**config.mk**
```make
export PLATFORM = sky130hd
export DESIGN_NAME = nibble_serial_adder
export DESIGN_NICKNAME = d
export VERILOG_FILES = /design/src/rtl/nibble_serial_adder_pkg.sv /design/src/rtl/nibble_serial_adder_cla4_slice.sv /design/src/rtl/nibble_serial_adder.sv
export SDC_FILE = /design/constraint.sdc
export NUM_CORES = 1
export LEC_CHECK = 0
export ABC_AREA = 1
export CAP_MARGIN = 10
export CORE_MARGIN = 2
export CORE_UTILIZATION = 52
export CTS_BUF_LIST = sky130_fd_sc_hd__clkbuf_16
export CTS_CLUSTER_SIZE = 30
export DETAILED_ROUTE_END_ITERATION = 6
export PLACE_DENSITY = 0.8
export SYNTH_ARGS = -nofsm -noshare
export SYNTH_HDL_FRONTEND = slang
export SYNTH_SLANG_ARGS = --single-unit
```
**constraint.sdc**
```tcl
create_clock -name clk -period 2.6 [get_ports clk]
set_input_delay 0.39 -clock clk [delete_from_list [all_inputs] [get_ports clk]]
set_output_delay 0.39 -clock clk [all_outputs]
set_load 0.05 [all_outputs]
```
**src/rtl/nibble_serial_adder_pkg.sv**
```systemverilog
// Shared definitions for the nibble-serial adder.
//   NIBBLE_W  : width of the single carry-lookahead slice
//   state_t   : controller states IDLE/RUN/DONE (encodings 0/1/2)
//   cnt_width : width of the nibble counter, clog2(nib) with a 1-bit minimum
package nibble_serial_adder_pkg;

  localparam int unsigned NIBBLE_W = 4;

  typedef enum logic [1:0] {
    ST_IDLE = 2'd0,
    ST_RUN  = 2'd1,
    ST_DONE = 2'd2
  } state_t;

  function automatic int unsigned cnt_width(input int unsigned nib);
    return (nib > 1) ? $clog2(nib) : 1;
  endfunction

endpackage

```
**src/rtl/nibble_serial_adder_cla4_slice.sv**
```systemverilog
// cla4_slice: combinational 4-bit carry-lookahead adder slice.
// Ports:
//   a, b [3:0] : operand nibbles
//   ci         : carry in
//   s  [3:0]   : sum nibble
//   co         : carry out of bit 3
//   c3         : carry into bit 3 (only with OVERFLOW_FLAG_EN, used for signed overflow)
// Every internal carry is a flat generate/propagate sum of products of the inputs,
// so no carry depends on a previous carry.
module cla4_slice
  import nibble_serial_adder_pkg::*;
(
  input  logic [NIBBLE_W-1:0] a,
  input  logic [NIBBLE_W-1:0] b,
  input  logic                ci,
  output logic [NIBBLE_W-1:0] s,
  output logic                co
`ifdef OVERFLOW_FLAG_EN
  ,
  output logic                c3
`endif
);

  logic [NIBBLE_W-1:0] g;
  logic [NIBBLE_W-1:0] p;
  logic [NIBBLE_W:0]   c;

  always_comb begin
    g = a & b;
    p = a ^ b;

    c[0] = ci;
    c[1] = g[0] | (p[0] & ci);
    c[2] = g[1] | (p[1] & g[0]) | (p[1] & p[0] & ci);
    c[3] = g[2] | (p[2] & g[1]) | (p[2] & p[1] & g[0])
         | (p[2] & p[1] & p[0] & ci);
    c[4] = g[3] | (p[3] & g[2]) | (p[3] & p[2] & g[1])
         | (p[3] & p[2] & p[1] & g[0]) | (p[3] & p[2] & p[1] & p[0] & ci);

    s  = p ^ c[NIBBLE_W-1:0];
    co = c[4];
  end

`ifdef OVERFLOW_FLAG_EN
  assign c3 = c[3];
`endif

endmodule

```
**src/rtl/nibble_serial_adder.sv**
```systemverilog
// nibble_serial_adder: WIDTH-bit adder that processes one nibble per clock through a
// single cla4_slice, holding the inter-nibble carry in a register.
// Optional feature macro: OVERFLOW_FLAG_EN (adds the ovf output).
// Ports:
//   clk, rst            : clock, asynchronous active-high reset
//   in_valid/in_ready   : operand handshake (in_ready high only in IDLE)
//   a, b, cin           : operands, captured on the accept edge
//   out_valid/out_ready : result handshake (out_valid high only in DONE)
//   sum, cout           : registered result, held until the next result completes
//   busy                : high in RUN or DONE
//   ovf                 : signed overflow, valid with out_valid (OVERFLOW_FLAG_EN only)
module nibble_serial_adder
  import nibble_serial_adder_pkg::*;
#(
  parameter int unsigned WIDTH = 16
) (
  input  logic             clk,
  input  logic             rst,
  input  logic             in_valid,
  output logic             in_ready,
  input  logic [WIDTH-1:0] a,
  input  logic [WIDTH-1:0] b,
  input  logic             cin,
  output logic             out_valid,
  input  logic             out_ready,
  output logic [WIDTH-1:0] sum,
  output logic             cout,
  output logic             busy
`ifdef OVERFLOW_FLAG_EN
  ,
  output logic             ovf
`endif
);

  localparam int unsigned NIB   = WIDTH / NIBBLE_W;
  localparam int unsigned CNT_W = cnt_width(NIB);
  localparam logic [CNT_W-1:0] CNT_LAST = CNT_W'(NIB - 1);

  state_t               state;
  logic [WIDTH-1:0]     a_sh;
  logic [WIDTH-1:0]     b_sh;
  logic [WIDTH-1:0]     sum_sh;
  logic                 carry;
  logic [CNT_W-1:0]     cnt;

  logic [NIBBLE_W-1:0]  nib_s;
  logic                 nib_co;
  logic [WIDTH-1:0]     sum_next;
`ifdef OVERFLOW_FLAG_EN
  logic                 nib_c3;
`endif

  cla4_slice u_cla (
    .a  (a_sh[NIBBLE_W-1:0]),
    .b  (b_sh[NIBBLE_W-1:0]),
    .ci (carry),
    .s  (nib_s),
    .co (nib_co)
`ifdef OVERFLOW_FLAG_EN
    ,
    .c3 (nib_c3)
`endif
  );

  // New nibble enters at the top of the sum shift register. Expressed as shift/OR
  // rather than a concatenation so WIDTH=4 (no lower part to keep) still elaborates.
  always_comb begin
    sum_next = (sum_sh >> NIBBLE_W) | (WIDTH'(nib_s) << (WIDTH - NIBBLE_W));
  end

  always_ff @(posedge clk or posedge rst) begin
    if (rst) begin
      state     <= ST_IDLE;
      in_ready  <= 1'b1;
      out_valid <= 1'b0;
      busy      <= 1'b0;
      sum       <= '0;
      cout      <= 1'b0;
      a_sh      <= '0;
      b_sh      <= '0;
      sum_sh    <= '0;
      carry     <= 1'b0;
      cnt       <= '0;
`ifdef OVERFLOW_FLAG_EN
      ovf       <= 1'b0;
`endif
    end else begin
      case (state)
        ST_IDLE: begin
          if (in_valid) begin
            a_sh     <= a;
            b_sh     <= b;
            carry    <= cin;
            cnt      <= '0;
            state    <= ST_RUN;
            in_ready <= 1'b0;
            busy     <= 1'b1;
          end
        end

        ST_RUN: begin
          sum_sh <= sum_next;
          a_sh   <= a_sh >> NIBBLE_W;
          b_sh   <= b_sh >> NIBBLE_W;
          carry  <= nib_co;
          cnt    <= cnt + 1'b1;
          if (cnt == CNT_LAST) begin
            // Result registers load on the final nibble so they change only here
            // and keep their value through IDLE and the next RUN.
            state     <= ST_DONE;
            out_valid <= 1'b1;
            sum       <= sum_next;
            cout      <= nib_co;
`ifdef OVERFLOW_FLAG_EN
            ovf       <= nib_c3 ^ nib_co;
`endif
          end
        end

        ST_DONE: begin
          if (out_ready) begin
            state     <= ST_IDLE;
            out_valid <= 1'b0;
            busy      <= 1'b0;
            in_ready  <= 1'b1;
          end
        end

        default: begin
          state     <= ST_IDLE;
          out_valid <= 1'b0;
          busy      <= 1'b0;
          in_ready  <= 1'b1;
        end
      endcase
    end
  end

endmodule

```
After elaboration in Yosys (flattened, before gate mapping). Index checks and enable logic that the tools add are counted.

Output and inout bits: 20. Register bits: 73.

Reductions and logical operators: 7. Multiplexer cells: 20. Add/sub/neg operators: 1. Eq/ne operators: 6. Bitwise gates (word level): 32.

Operators by type and width (count): one-hot mux 16 bit (2 select lines) (2); two-way mux 16 bit (2); AND 1 bit (16); OR 12 x 16 -> 16 bit (1); OR 1 bit (10); one-hot mux 1 bit (3 select lines) (3); AND reduction 3 bit (3); two-way mux 2 bit (4); XOR 4 bit (2); two-way mux 1 bit (6); inequality test 2 bit (second input constant) (3); one-hot mux 2 bit (3 select lines) (1); AND 4 bit (1); equality test 2 bit (second input constant) (2); one-hot mux 2 bit (2 select lines) (1); AND reduction 2 bit (2); adder 2 x 1 -> 2 bit (second input constant) (1); equality test 2 x 1 -> 1 bit (second input constant) (1); logical NOT 2 bit (1); inverter 1 bit (2); one-hot mux 1 bit (2 select lines) (1); nonzero test 2 bit (1).

Depth between registers and ports, before layout. Gate-level depths: netlist (run 1).

Depth after elaboration: 7. Depth in mapped cells: 8. Mapped depth without buffers: 8.

Modules after synthesis. Synthesis (run 1) repeated with hierarchy kept, for this count alone.

Cells, all modules: 411. Area, all modules: 3369.5 µm².

Modules (own cells, without submodules): nibble_serial_adder (instances 1, area an instance 3180.6 µm², cells an instance 380, sequential area each 1727.9 µm²); cla4_slice (instances 1, area an instance 188.9 µm², cells an instance 31, sequential area each 0.0 µm²).

Worst setup path before layout (run 1). No wires, ideal clock.

Path type: register to register. Start point: register a_sh[1]. End point: register sum[14]. Buffers on the path: 0. Library setup time: 0.118 ns. Setup slack: 1.208 ns. Required time: 2.482 ns. Cell stages (with the launch flop): 6. Clock period less this slack: 1.392 ns. Arrival: 1.274 ns. Path through: dfrtp_1 ha_1 or2_2 a21o_1 nand3_1 nand2_1.

Cells in the longest elaborated chain, start to end: 6.

Ends and longest elaborated chain: start: declaration (RTL line nibble_serial_adder.sv:40) `logic [WIDTH-1:0] a_sh;`; start signal: assignment (RTL line nibble_serial_adder.sv:103) `a_sh <= a_sh >> NIBBLE_W;`; XOR 4 bit (RTL line nibble_serial_adder_cla4_slice.sv:30) `p = a ^ b;`; AND 1 bit (RTL line nibble_serial_adder_cla4_slice.sv:34) `c[2] = g[1] | (p[1] & g[0]) | (p[1] & p[0] & ci);`; OR 1 bit / AND 1 bit (equally long branches) (RTL line nibble_serial_adder_cla4_slice.sv:34); OR 1 bit * (RTL line nibble_serial_adder_cla4_slice.sv:34); XOR 4 bit * (RTL line nibble_serial_adder_cla4_slice.sv:40) `s = p ^ c[NIBBLE_W-1:0];`; OR 12 x 16 -> 16 bit * (RTL line nibble_serial_adder.sv:68) `sum_next = (sum_sh >> NIBBLE_W) | (WIDTH'(nib_s) << (WIDTH - NIBBLE_W));`; end signal: assignment (RTL line nibble_serial_adder.sv:112) `sum <= sum_next;`; end: declaration (RTL line nibble_serial_adder.sv:26) `output logic [WIDTH-1:0] sum,`.

Every way passes the cells marked *; elsewhere a longest branch is shown, timed or not. A chain may end at the register's enable or synchronous reset.

Final worst setup path (run 1).
Start point: register in_ready. End point: output in_ready.

RTL lines: start: declaration (RTL line nibble_serial_adder.sv:20) `output logic in_ready,`; start signal: assignment (RTL line nibble_serial_adder.sv:74) `in_ready <= 1'b1;`; start signal: assignment (RTL line nibble_serial_adder.sv:96) `in_ready <= 1'b0;`; start signal: assignment (RTL line nibble_serial_adder.sv:125) `in_ready <= 1'b1;`.

No word-level cell between the ends.

==> out/results.ini, run 1 <==
[status]
status=complete, no violations

[global_routing]
grt_pass1_wl_um=10840
grt_pass1_vias=2408
grt_usage_pct=22.06
grt_remaining_overflow=0
antenna_found_initial=0
grt_max_degree=70

[synthesis]
ys_ff_latch=69
syn_area_per_cell_um2=9.351
syn_inst=323
synth_top_area_share_pct=56.34
yosys.area.top_type=dfrtp_1
synthTopCellsByCount=nand2_1, dfrtp_1, o21ai_0, nor2_1, o21ai_1
synthesis.nets=366
yosysUniqueCellTypes=30
synth_edf_count=0
yosys_warnings=0
synth_most_common_cell=nand2_1
async_flop_share_pct=100.0
synth-main-ff-cell=dfrtp_1
synthTopCellsByArea=dfrtp_1, nand2_1, o21ai_0, nor2_1, o21ai_1
ys_seq_area_share_pct=57.21
netlist_area_um2=3020

[pwr]
p_total_mw=5.641
p_sw_share_pct=43.30
p_leak_nw=1.808
seq_power_share_pct=33.0
clkPwrFrac_pct=20.5
combinationalPowerShare_pct=46.5
ir_drop_mv=0.7287
power.internal_mw=3.198
powerDensity_nw_per_um2=1453
p_switching_mw=2.443

[place]
port_buffers=56
dp.cells=438
place.gp.congestion=0.7724
placed_area_um2=3600
dpl.hpwl_um=4064

[worst_hold_path]
worstHoldPathType=in2async

[run]
drv_cap=0

[worst_setup_path]
cp_max_fo=2
path_class=reg2out
required_ns=2.21
path_delay_family=buffers and inverters
crit_path_start_kind=flip-flop
cp.buffers_inverters=1
critPathArrivalTime_ns=1.64
critPathMaxStageDelay_ns=0.80
reg2reg_slack_ns=0.80
endpoint_kind=output pin
slowest_stage=clkdlybuf4s50_1
crit_chain=clkdlybuf4s50_1

[timing]
min_period_over_period_pct=78.27
tns_ns=0
slew_viol_final=0
setup_viol=0
slew_headroom_pct=61.70
tightestPinTransition_ns=0.5739
hold_viol_final=0
max_freq_mhz=491.4
skew_ns=0.005908
layout_min_cycle_time_ns=2.035
rsz0062_at_grt=no

[floorplanning]
start_util_pct=54.19
die_w_um=80.22
fp-row-count=27
dieArea_um2=6434
core_um2=5574
dieHeight_um=80.22
ios=57

[clock_tree]
numClockSinks=69
hold_buffers=0
cts_buffer_depth=2
cts_buffers=9
cts_tree=built
clk_latency_ns=0.33
clk_pin_slew_worst_paths_ns=0.05
root_buffer=clkbuf_16
post_cts_resized=0
cts_max_level=3
cts_setup_buffers=0

[final_layout]
final_util_pct=69.65
finalNonFillerCells=454
final_cell_area_um2=3882
drive_gt1_share_pct=8.377
finalNetCount=420
antenna_cells=0
syn2layout_area_growth_pct=28.54
fill_cells=419

[drt]
firstDrtPassIters=5
vias=2432
drt_wl_total_um=6372
drtIter0Drc=173
avgViaCountPerCell=5.357
drcViolationCount=0
post_drt_wl_per_cell_um=14.04
ant_nets=0

[routing by layer]
metal | track usage, % | vias up | wire length, um
li1 | - | 1163 | -
met1 | 28.25 | 1170 | 2678
met2 | 36.25 | 83 | 3203
met3 | 4.831 | 16 | 351
met4 | 9.322 | 0 | 138
met5 | 0 | - | 0
[flip-flops by register name, indices dropped and copies added, names as in the netlist]
name	count
in_ready	1
b_sh	16
out_valid	1
busy	1
a_sh	16
carry	1
state	2
sum_sh	12
sum	16
cout	1
cnt	2
[path summary, 6_finish.rpt]
path                            cells past startpoint                  from                    to
min in group clk                                    2  in_ready$_DFFE_PP1P_  in_ready$_DFFE_PP1P_
worst max register to register                      6  state[0]$_DFFE_PP0P_     carry$_DFFE_PP0P_
max in group asynchronous                           3                   rst  in_ready$_DFFE_PP1P_
worst min-delay path                                3                   rst   a_sh[2]$_DFFE_PP0P_
worst min register to register                      2  in_ready$_DFFE_PP1P_  in_ready$_DFFE_PP1P_
worst max-delay path                                1  in_ready$_DFFE_PP1P_              in_ready
[kinds of logic (layout without fill, tap and decap cells)]
group / Yosys count / after routing / synth area share [%]
xor gates and xnor gates: 1 / 1 / 0.2900
buffers and inverters: 36 / 95 / 5.841
and+or+nand+nor: 128 / 128 / 17.61
AOI/OAI and AO/OA: 83 / 83 / 16.32
DFF: 69 / 69 / 57.21
adders and majority gates: 6 / 6 / 2.734
[power by group through the flow]
stage                     sequential (mW)  combinational (mW)  clock (mW)
final                                1.86                2.63        1.15
after global routing                 1.92                2.93        1.22
after CTS                            1.86                2.63        1.16
after detailed placement             1.87                2.58           0
after global placement               1.85                2.50           0
after floorplan                      2.26                1.55           0
[metrics by stage]
stage,hold WS (ns),setup slack [ns]
CTS,0.4598,0.5543
global placement,0.4523,0.7027
global route,0.4911,0.5368
finish,0.4518,0.5650
detailed placement,0.4537,0.6536
floorplan,0.4461,0.4718
[placed cells by master (no fill, tap or decap), types with 2 or more instances in the layout]
master,netlist,layout
a22o_1,9,9
clkinv_1,0,3
clkdlybuf4s50_1,0,56
nor2_1,30,30
nand2_4,2,2
a21oi_1,2,2
inv_1,19,19
inv_2,2,3
o21ai_0,37,37
clkbuf_16,0,9
dfrtp_1,68,68
o22ai_1,2,2
o21ai_1,21,21
nand2_1,84,84
nand3_1,7,7
o21ai_2,9,9
ha_1,5,5
[final cells by class]
type,count,area (um^2),share of cell area [%]
clock buffer,9,225.2,5.801
clock inverter,7,57.56,1.482
inverter,22,85.08,2.191
multi-input combinational,218,1116,28.75
sequential,69,1728,44.51
tap,72,90.09,2.320
timing repair buffer,57,580.6,14.95
Power figures use the tool's default switching activity.
==> inputs of run 2 (changes only) <==
==> constraint.sdc (replaced) <==
create_clock -name clk -period 2.15 [get_ports clk]
set_input_delay 0.3225 -clock clk [delete_from_list [all_inputs] [get_ports clk]]
set_output_delay 0.3225 -clock clk [all_outputs]
set_load 0.05 [all_outputs]
==> run 2 against run 1 <==
Against the previous run: critical path depth stayed put; combinational power grew 21%; core utilization is 0.13 points higher; first-iteration DRC count grew 4.6%; critical endpoint unchanged.
==> out/results.ini, run 2 (synthesized netlist as in run 1, its figures left out) <==
[status]
status=complete, no violations

[timing]
tightestPinTransition_ns=0.6156  ; +0.04168 ns
setup_viol=0  ; unchanged
tns_ns=0  ; unchanged
hold_viol_final=0  ; unchanged
slew_viol_final=0  ; unchanged
max_freq_mhz=509.7
slew_headroom_pct=58.92  ; -2.8 points
min_period_over_period_pct=91.25
rsz0062_at_grt=no
layout_min_cycle_time_ns=1.962
skew_ns=0.004504  ; -0.001404 ns

[clock_tree]
cts_max_level=3  ; unchanged
hold_buffers=0  ; unchanged
cts_buffers=9  ; unchanged
clk_latency_ns=0.33  ; about the same
cts_setup_buffers=0  ; unchanged
clk_pin_slew_worst_paths_ns=0.05  ; about the same
cts_buffer_depth=2  ; unchanged
post_cts_resized=0  ; unchanged
cts_tree=built
numClockSinks=69  ; unchanged
root_buffer=clkbuf_16

[worst_setup_path]
r2r_end=carry$_DFFE_PP0P_
crit_path_end=in_ready
path_delay_family=buffers and inverters
endpoint_kind=output pin
path_class=reg2out
r2r_cells=5  ; -1
critPathMaxStageDelay_ns=0.79  ; about the same
crit_path_start_kind=flip-flop
required_ns=1.83  ; -0.38 ns
cp.buffers_inverters=1  ; unchanged
slowest_stage=clkdlybuf4s50_1
reg2reg_slack_ns=0.57  ; -0.23 ns
startpoint=in_ready$_DFFE_PP1P_
reg2reg_from=state[0]$_DFFE_PP0P_
cp_max_fo=2  ; unchanged
critPathArrivalTime_ns=1.64  ; about the same
crit_chain=clkdlybuf4s50_1
cp_num_cells=1  ; unchanged

[global_routing]
grt_pass1_vias=2460  ; +2.2%
grt_max_degree=70  ; unchanged
antenna_found_initial=0  ; unchanged
grt_remaining_overflow=0  ; unchanged
grt_usage_pct=22.35  ; +0.29 points
grt_pass1_wl_um=10850  ; about the same

[place]
port_buffers=56  ; unchanged
dpl.hpwl_um=3986  ; -1.9%
dp.cells=439  ; +0.23%
place.gp.congestion=0.7508  ; -2.8%

[floorplanning]
die_w_um=80.22  ; unchanged
fp-row-count=27  ; unchanged
core_um2=5574  ; unchanged
dieHeight_um=80.22  ; unchanged
start_util_pct=54.19  ; unchanged
ios=57  ; unchanged
dieArea_um2=6434  ; unchanged

[final_layout]
drive_gt1_share_pct=8.616  ; +0.24 points
antenna_cells=0  ; unchanged
layout_common_cells=nand2_1, dfrtp_1, clkdlybuf4s50_1
finalNonFillerCells=455  ; +0.22%
top_regs=a_sh (16), b_sh (16), sum (16)
syn2layout_area_growth_pct=28.79
finalNetCount=421  ; +0.24%
layout_commonest_cell=nand2_1

[worst_hold_path]
worstHoldPathType=in2async

[drt]
vias=2404  ; -1.2%
drt_wl_total_um=6393  ; +0.33%
drtIter0Drc=181  ; +4.6%
firstDrtPassIters=4  ; -1
ant_nets=0  ; unchanged
avgViaCountPerCell=5.284  ; -1.4%
drcViolationCount=0  ; unchanged
post_drt_wl_per_cell_um=14.05  ; +0.11%

[pwr]
powerDensity_nw_per_um2=1760  ; +21%
p_leak_nw=1.813  ; +0.25%
p_total_mw=6.845  ; +21%
ir_drop_mv=1.091  ; +50%

[run]
drv_cap=0  ; unchanged

[run 2: changes by cell type in the layout (fill, tap and decap cells not counted), sizes merged]
| cell | previous run | this run |
|---|---|---|
| buf | 1 | 2 |
[run 2: worst min-delay path by stage]
stage / startpoint / to / slack, ns / depth (start not counted)
3_3_place_gp: sum[13]$_DFFE_PP0P_ / sum[13]$_DFFE_PP0P_ / 0.45 / 2
2_1_floorplan: out_ready / state[1]$_DFFE_PP0P_ / 0.42 / 1
3_5_place_dp: in_ready$_DFFE_PP1P_ / in_ready$_DFFE_PP1P_ / 0.45 / 2
4_1_cts: rst / cout$_DFFE_PP0P_ / 0.41 / 3
6_report: rst / cout$_DFFE_PP0P_ / 0.37 / 3
5_1_grt: rst / cout$_DFFE_PP0P_ / 0.44 / 3
[run 2: metrics by stage]
step                      hold slack (ns)  setup slack, ns  util, %  area, um^2
final                              0.3742           0.1882    69.79        3890
after global routing               0.4438           0.1598    69.79        3890
after CTS                          0.4130           0.1771    69.79        3890
after detailed placement           0.4532           0.4819    64.71        3607
after global placement             0.4541           0.4792    64.71        3607
after floorplan                    0.4205          0.08929        -        3020
[run 2: per-layer routing]
layer,part of all wire (%),up-vias,GRT usage [%]
met3,5.2,14,4.157
met4,2.2,0,11.19
li1,-,1170,-
met5,0,-,0
met2,50,79,37.58
met1,43,1141,27.57
[run 2: cell type report]
class / count / area [um^2]
clock inverters: 7 / 57.56
well taps: 72 / 90.09
inverters: 22 / 85.08
multi-input cells: 218 / 1116
fillers: 417 / 1684
flip-flops and latches: 69 / 1728
clock buffers: 9 / 225.2
repair buffers: 58 / 588.1
[run 2: report_power, final]
| group | internal, mW | switching, mW | leakage (nW) |
|---|---|---|---|
| clock network | 0.879 | 0.529 | 0.139 |
| logic | 1.08 | 2.10 | 0.815 |
| registers | 1.92 | 0.336 | 0.859 |
| total | 3.88 | 2.96 | 1.81 |
